**src/rtl/shift_ram_pkg.sv**
```systemverilog
// Shared helpers for the dynamic shift RAM: pointer arithmetic, width helper and the output-select encoding.
package shift_ram_pkg;

   localparam int C_DEPTH_DFLT = 64;

   typedef enum logic [1:0] {
      SEL_INIT = 2'd0,
      SEL_BYP  = 2'd1,
      SEL_RAM  = 2'd2
   } q_sel_e;

   function automatic int clog2(input int n);
      int r;
      r = 0;
      for (int v = 1; v < n; v = v * 2) begin
         r = r + 1;
      end
      return r;
   endfunction

   // Modulo subtraction that never assumes a power-of-two depth.
   function automatic int wrap_sub(input int ptr, input int off, input int depth);
      return (ptr >= off) ? (ptr - off) : (ptr + depth - off);
   endfunction

   localparam int FILL_W_DFLT = clog2(C_DEPTH_DFLT + 1);

endpackage

```
**src/rtl/shift_ram_sdp_mem.sv**
```systemverilog
// Simple dual-port RAM: one write port, one registered read port gated by re; no reset so it maps to BRAM/LUTRAM.
module shift_ram_sdp_mem
   import shift_ram_pkg::*;
#(
   parameter int C_WIDTH      = 16,
   parameter int C_DEPTH      = C_DEPTH_DFLT,
   parameter int C_ADDR_WIDTH = 6
) (
   input  logic                    clk,
   input  logic                    we,
   input  logic [C_ADDR_WIDTH-1:0] waddr,
   input  logic [C_WIDTH-1:0]      wdat,
   input  logic                    re,
   input  logic [C_ADDR_WIDTH-1:0] raddr,
   output logic [C_WIDTH-1:0]      rdat
);

   logic [C_WIDTH-1:0] mem [C_DEPTH];
   logic [C_WIDTH-1:0] rdat_q;

   always_ff @(posedge clk) begin
      if (we) begin
         mem[waddr] <= wdat;
      end
      if (re) begin
         rdat_q <= mem[raddr];
      end
   end

   assign rdat = rdat_q;

endmodule

```
**src/rtl/shift_ram_dyn_v5.sv**
```systemverilog
// Runtime-programmable RAM delay line: Q lags D by A+1 CE edges (A+2 when SHIFT_RAM_PIPE_READ_EN is defined).
// All state holds while CE=0; ACLR/SINIT restart priming (Q_VALID low) without clearing the RAM.
module shift_ram_dyn_v5
   import shift_ram_pkg::*;
#(
   parameter int                 C_WIDTH      = 16,
   parameter int                 C_DEPTH      = C_DEPTH_DFLT,
   parameter int                 C_ADDR_WIDTH = 6,
   parameter logic [C_WIDTH-1:0] C_AINIT_VAL  = '0
) (
   input  logic                    CLK,
   input  logic                    ACLR,
   input  logic                    CE,
   input  logic                    SINIT,
   input  logic [C_ADDR_WIDTH-1:0] A,
   input  logic [C_WIDTH-1:0]      D,
   output logic [C_WIDTH-1:0]      Q,
   output logic                    Q_VALID,
   output logic                    ERR
);

   localparam int                      FILL_W   = clog2(C_DEPTH + 1);
   localparam logic [C_ADDR_WIDTH-1:0] PTR_LAST = C_ADDR_WIDTH'(C_DEPTH - 1);
   localparam logic [FILL_W-1:0]       FILL_MAX = FILL_W'(C_DEPTH);

   logic [C_ADDR_WIDTH-1:0] wp_q, wp_d;
   logic [C_ADDR_WIDTH-1:0] a_q, a_d;
   logic [FILL_W-1:0]       fill_q, fill_d;
   logic                    err_q, err_d;
   logic                    vld_q, vld_d;
   q_sel_e                  sel_q, sel_d;
   logic [C_WIDTH-1:0]      byp_q, byp_d;

   logic                    a_oor;
   logic [C_ADDR_WIDTH-1:0] a_eff;
   logic [C_ADDR_WIDTH-1:0] rd_addr;
   logic                    ram_en;
   logic [C_WIDTH-1:0]      ram_rdat;
   logic [C_WIDTH-1:0]      q_mux;

   assign a_oor   = (32'(A) >= 32'(C_DEPTH));
   assign a_eff   = a_oor ? PTR_LAST : A;
   assign rd_addr = C_ADDR_WIDTH'(wrap_sub(int'(wp_q), int'(a_eff), C_DEPTH));
   assign ram_en  = CE & ~SINIT;

   shift_ram_sdp_mem #(
      .C_WIDTH      (C_WIDTH),
      .C_DEPTH      (C_DEPTH),
      .C_ADDR_WIDTH (C_ADDR_WIDTH)
   ) u_mem (
      .clk   (CLK),
      .we    (ram_en),
      .waddr (wp_q),
      .wdat  (D),
      .re    (ram_en),
      .raddr (rd_addr),
      .rdat  (ram_rdat)
   );

   always_comb begin
      wp_d   = wp_q;
      a_d    = a_q;
      fill_d = fill_q;
      err_d  = err_q;
      vld_d  = vld_q;
      sel_d  = sel_q;
      byp_d  = byp_q;
      if (SINIT) begin
         wp_d   = '0;
         a_d    = '0;
         fill_d = '0;
         err_d  = 1'b0;
         vld_d  = 1'b0;
         sel_d  = SEL_INIT;
      end else if (CE) begin
         wp_d  = (wp_q == PTR_LAST) ? '0 : wp_q + C_ADDR_WIDTH'(1);
         a_d   = a_eff;
         err_d = err_q | a_oor;
         byp_d = D;
         sel_d = (a_eff == '0) ? SEL_BYP : SEL_RAM;
         // A new delay invalidates what is buffered: only this edge's sample counts as stored.
         if (a_eff != a_q) begin
            fill_d = FILL_W'(1);
            vld_d  = (a_eff == '0);
         end else begin
            fill_d = (fill_q == FILL_MAX) ? fill_q : fill_q + FILL_W'(1);
            vld_d  = (32'(fill_q) >= 32'(a_eff));
         end
      end
   end

   always_ff @(posedge CLK or posedge ACLR) begin
      if (ACLR) begin
         wp_q   <= '0;
         a_q    <= '0;
         fill_q <= '0;
         err_q  <= 1'b0;
         vld_q  <= 1'b0;
         sel_q  <= SEL_INIT;
         byp_q  <= C_AINIT_VAL;
      end else begin
         wp_q   <= wp_d;
         a_q    <= a_d;
         fill_q <= fill_d;
         err_q  <= err_d;
         vld_q  <= vld_d;
         sel_q  <= sel_d;
         byp_q  <= byp_d;
      end
   end

   // The RAM read register has no reset, so the init value is selected in front of it.
   always_comb begin
      q_mux = ram_rdat;
      case (sel_q)
         SEL_INIT: q_mux = C_AINIT_VAL;
         SEL_BYP:  q_mux = byp_q;
         default:  q_mux = ram_rdat;
      endcase
   end

`ifdef SHIFT_RAM_PIPE_READ_EN
   logic [C_WIDTH-1:0] q_pipe_q, q_pipe_d;
   logic               vld_pipe_q, vld_pipe_d;

   always_comb begin
      q_pipe_d   = q_pipe_q;
      vld_pipe_d = vld_pipe_q;
      if (SINIT) begin
         q_pipe_d   = C_AINIT_VAL;
         vld_pipe_d = 1'b0;
      end else if (CE) begin
         q_pipe_d   = q_mux;
         vld_pipe_d = vld_q;
      end
   end

   always_ff @(posedge CLK or posedge ACLR) begin
      if (ACLR) begin
         q_pipe_q   <= C_AINIT_VAL;
         vld_pipe_q <= 1'b0;
      end else begin
         q_pipe_q   <= q_pipe_d;
         vld_pipe_q <= vld_pipe_d;
      end
   end

   assign Q       = q_pipe_q;
   assign Q_VALID = vld_pipe_q;
`else
   assign Q       = q_mux;
   assign Q_VALID = vld_q;
`endif

   assign ERR = err_q;

endmodule

```
**config.mk**
```make
export PLATFORM = sky130hd
export DESIGN_NAME = shift_ram_dyn_v5
export DESIGN_NICKNAME = d
export VERILOG_FILES = /design/src/rtl/shift_ram_pkg.sv /design/src/rtl/shift_ram_sdp_mem.sv /design/src/rtl/shift_ram_dyn_v5.sv
export SDC_FILE = /design/constraint.sdc
export NUM_CORES = 1
export LEC_CHECK = 0
export ABC_AREA = 0
export CORE_MARGIN = 8
export CORE_UTILIZATION = 30
export DETAILED_ROUTE_END_ITERATION = 16
export PLACE_DENSITY = 0.48
export SLEW_MARGIN = 20
export SYNTH_ARGS = -nofsm -noshare
export SYNTH_HDL_FRONTEND = slang
export SYNTH_HIERARCHICAL = 1
export SYNTH_SLANG_ARGS = --single-unit
```
**constraint.sdc**
```tcl
create_clock -name CLK -period 3.4 [get_ports CLK]
set_clock_uncertainty 0.1 [all_clocks]
set_input_delay 0.51 -clock CLK [delete_from_list [all_inputs] [get_ports CLK]]
set_output_delay 0.51 -clock CLK [all_outputs]
set_load 0.03 [all_outputs]
```
==> impl_results.md <==
* Result of the run: completed
* Hold violation count in the final report at 0
* Die outline area at 154000 um2
* MaxCap Viol Count at 0
* Final Max Tran Viols at 0
* Most common cell after layout, fill and taps aside: sky130_fd_sc_hd__edfxtp_1
* Worst-case hold slack at 0.154 ns
* Setup repair after global routing missed its margin: yes
* Slew of the pin with the lowest slew margin at 1.07 ns
* Worst max-slew margin expressed relative to the limit at 28.4%
* Final count of negative-setup-slack endpoints at 0
* FP Rows at 138
* Non-Filler Instances at 4420
* Final wirelength at 114000 um
* Initial Utilization at 30.1%
* Clock power share at 40.1%
* Register share of total power at 46.9%
* Final period demand of the worst path at 3.37 ns
* CTS Hold Buffers Added at 0
* Worst hold path type: input pin to register
* Register bit count reported by yosys at 1078
* Crit-path max FO at 7
* Count of yosys warnings during synthesis at 6
* Number of CTS-inserted buffers at 112
* CP Data Required Time at 3.74 ns
* GP Congestion at 0.850
* Syn avg cell area at 20.6 um2
* Residual DRC count at 0
* Most frequent cells in the layout: sky130_fd_sc_hd__edfxtp_1, sky130_fd_sc_hd__buf_4, sky130_fd_sc_hd__mux4_2, sky130_fd_sc_hd__clkbuf_16, sky130_fd_sc_hd__mux2i_1
* Clock slew at the register clock pins of the worst setup and hold paths at 0.06 ns
* PD cells at 610 nW/um2
* Vias in the first global route at 22.3k
* Number of standard cells after synthesis at 2065
* Sinks on the clock net at 1078
* Vias after detailed routing at 21.7k
* Synth Cell Area at 42500 um2
* Total I/O pin count at 44
* Number of port buffers at 42
* Max H-tree Level at 3
* Category of the worst setup path launch point: input pin
* Number of enable flip-flop cells after synthesis at 1040
* Layout cell share with drive strength beyond 1 at 31.7%
* Cell area after placement at 47400 um2
* Max Clk Rate at 297 MHz
* 1st-iter DRT viols at 1892
* Pre-CTS setup slack at -0.939 ns
* Area delta synth->final at 20.7%
* All-Layer GR Usage at 14.6%
* Synthesized net count at 2106
* Count of distinct cell types in the synthesized netlist at 66
* Nets@finish at 2474
* Maximum clock path buffer count at 3
* Data arrival, critical path at 3.71 ns
* Internal power of the cells at 24000 uW
* Final Worst Setup Slack at 0.0307 ns
* Congestion Overflow GR at 0
* Share of power burned in combinational logic at 13.0%
* Inst Count DP at 4206
* Fraction of power spent switching nets at 23.4%
* TritonCTS clock tree: done
* Buffer type at the clock tree root: sky130_fd_sc_hd__clkbuf_16
* Detailed-routing iteration count for the pre-antenna-repair pass at 5
* Antenna violations before repair at 7
* Final period utilization at 99.1%
* Final routed wire length divided by cell count at 25.8 um
* Async SR Flop Fraction at 3.53%
* First-pass GRT wire length at 163000 um
* Primary flip-flop cell chosen by synthesis mapping: sky130_fd_sc_hd__edfxtp_1
* Largest net degree at the start of global routing at 66
* Detailed placement HPWL at 72700 um
* Critical path class: input pin to register
* Finished layout cell area at 51400 um2
* Per-cell via count in the routed design at 4.91
* Placeable core region at 141000 um2
* Nature of the critical path endpoint: register
* Post-DRT Antenna Nets at 0
* Worst-skew pair later-pin latency at 0.70 ns
* Vertical extent of the die at 393 um
* Largest voltage drop on the vdd net at 0.385 mV
* Static power due to leakage at 0.0168 uW
* Seq/Total Area, Yosys at 75.6%
* Horizontal die dimension at 393 um
* Switching power at 7340 uW
kinds of logic (layout without fill, tap and decap cells):
group | Yosys count | in the layout | synth area share, %
xor+xnor | 11 | 11 | 0.226
mux | 360 | 360 | 15.2
buf+inv | 131 | 593 | 1.97
compound gates | 179 | 179 | 3.06
fa+ha+maj | 15 | 15 | 0.459
other cells | 1 | 4 | 0.00881
simple gates | 290 | 290 | 3.42
flops | 1078 | 1078 | 75.6
through the flow:
stage / util, % / total power [uW] / setup TNS, ns
after floorplan: - / 17100 / 0
after global placement: 33.6 / 19000 / -11.75
after detailed placement: 33.6 / 19000 / -11.86
after CTS: 36.3 / 31700 / 0
after global routing: 36.4 / 32400 / -0.0567
final: 36.4 / 31300 / 0
cells in the mapped netlist (4+ instances only):
cell | number | share of area [%]
sky130_fd_sc_hd__a311oi_1 | 8 | 0.16
sky130_fd_sc_hd__nor3_1 | 9 | 0.11
sky130_fd_sc_hd__mux2i_1 | 93 | 2.2
sky130_fd_sc_hd__a21oi_1 | 26 | 0.31
sky130_fd_sc_hd__nand3_1 | 28 | 0.33
sky130_fd_sc_hd__o21ai_0 | 18 | 0.21
sky130_fd_sc_hd__mux2_2 | 43 | 1.1
sky130_fd_sc_hd__buf_6 | 17 | 0.45
sky130_fd_sc_hd__buf_2 | 37 | 0.44
sky130_fd_sc_hd__inv_1 | 15 | 0.13
sky130_fd_sc_hd__and4_1 | 5 | 0.10
sky130_fd_sc_hd__a221o_1 | 6 | 0.14
sky130_fd_sc_hd__or4_1 | 4 | 0.071
sky130_fd_sc_hd__mux4_1 | 4 | 0.25
sky130_fd_sc_hd__a41oi_1 | 5 | 0.10
sky130_fd_sc_hd__dfrtp_1 | 38 | 2.2
sky130_fd_sc_hd__ha_1 | 14 | 0.41
sky130_fd_sc_hd__a22oi_1 | 40 | 0.71
sky130_fd_sc_hd__a221oi_1 | 16 | 0.33
sky130_fd_sc_hd__mux4_2 | 220 | 12
sky130_fd_sc_hd__clkbuf_1 | 30 | 0.26
sky130_fd_sc_hd__nor2_1 | 88 | 0.78
sky130_fd_sc_hd__a31oi_1 | 9 | 0.13
sky130_fd_sc_hd__buf_1 | 5 | 0.044
sky130_fd_sc_hd__o21ai_1 | 8 | 0.094
sky130_fd_sc_hd__nor2b_1 | 34 | 0.50
sky130_fd_sc_hd__nand2b_1 | 5 | 0.074
sky130_fd_sc_hd__a22o_1 | 16 | 0.33
sky130_fd_sc_hd__edfxtp_1 | 1040 | 73
sky130_fd_sc_hd__a211o_1 | 8 | 0.16
sky130_fd_sc_hd__nand2_1 | 78 | 0.69
sky130_fd_sc_hd__buf_12 | 5 | 0.24
sky130_fd_sc_hd__nand4_1 | 13 | 0.19
sky130_fd_sc_hd__buf_4 | 14 | 0.25
sky130_fd_sc_hd__nand4b_1 | 4 | 0.082
sky130_fd_sc_hd__a211oi_1 | 10 | 0.18
sky130_fd_sc_hd__xnor2_1 | 8 | 0.16
path summary, 6_finish.rpt:
path	slack [ns]	depth (start not counted)	from	end
setup / recovery	0.03	13	A[1]	u_mem/rdat[2]$_DFFE_PP_
hold / removal	0.15	1	D[2]	u_mem/mem[30][2]$_DFFE_PP_
setup reg to reg	0.05	11	wp_q[0]$_DFFE_PP0P_	u_mem/rdat[2]$_DFFE_PP_
min in group asynchronous	0.18	2	ACLR	byp_q[6]$_DFFE_PP0P_
max in group asynchronous	2.33	3	ACLR	fill_q[4]$_DFFE_PP0P_
hold reg to reg	0.41	1	byp_q[8]$_DFFE_PP0P_	byp_q[8]$_DFFE_PP0P_
final cells by class:
| cell class | count | area (um2) |
|---|---|---|
| Sequential cell | 1078 | 32200 |
| Fill cell | 13100 | 89900 |
| Clock buffer | 138 | 2970 |
| Tap cell | 1890 | 2360 |
| Antenna cell | 3 | 7.51 |
| Timing Repair Buffer | 368 | 3320 |
| Multi-Input combinational cell | 856 | 9640 |
| Clock inverter | 70 | 787 |
| Inverter | 17 | 81.3 |
critical path: stages:
cell                              delay [ns]
sky130_fd_sc_hd__clkdlybuf4s50_1        0.55
sky130_fd_sc_hd__inv_1                  0.09
sky130_fd_sc_hd__ha_1                   0.29
sky130_fd_sc_hd__nor2b_1                0.13
sky130_fd_sc_hd__o21ai_1                0.16
sky130_fd_sc_hd__a21boi_1               0.11
sky130_fd_sc_hd__buf_4                  0.15
sky130_fd_sc_hd__nor2_4                 0.39
sky130_fd_sc_hd__buf_12                 0.19
sky130_fd_sc_hd__mux2_2                 0.37
sky130_fd_sc_hd__nand2_1                0.16
sky130_fd_sc_hd__nand4_1                0.26
sky130_fd_sc_hd__and4_1                 0.32
flip-flops by register name, indices dropped and copies added, names as in the netlist:
name,cells
u_mem/mem,1024
byp_q,16
u_mem/rdat,16
fill_q,7
a_q,6
wp_q,6
sel_q,2
Q_VALID,1
power groups by stage:
stage / clock [uW] / sequential (uW) / combinational [uW]
6_report: 12600 / 14700 / 4070
4_1_cts: 12900 / 14700 / 4120
2_1_floorplan: 0 / 15000 / 2130
3_5_place_dp: 0 / 15000 / 4030
5_1_grt: 13400 / 14700 / 4310
3_3_place_gp: 0 / 15000 / 4010
routing by layer:
metal | vias to the layer above | wire [um] | global-route usage (%)
met3 | 138 | 6310 | 3.14
met2 | 537 | 54400 | 23.7
met1 | 11700 | 51300 | 20.2
met5 | - | 26 | 0
met4 | 4 | 2070 | 3.05
li1 | 9309 | - | -
what timing repair did:
| action | CTS | global route |
|---|---|---|
| gates resized for setup | 11 | 15 |
| gates cloned | 1 | 0 |
| pin swaps | 1 | 4 |
| setup endpoints to repair | 13 | 14 |
| setup buffers | 1 | 0 |
Power figures use the tool's default switching activity.
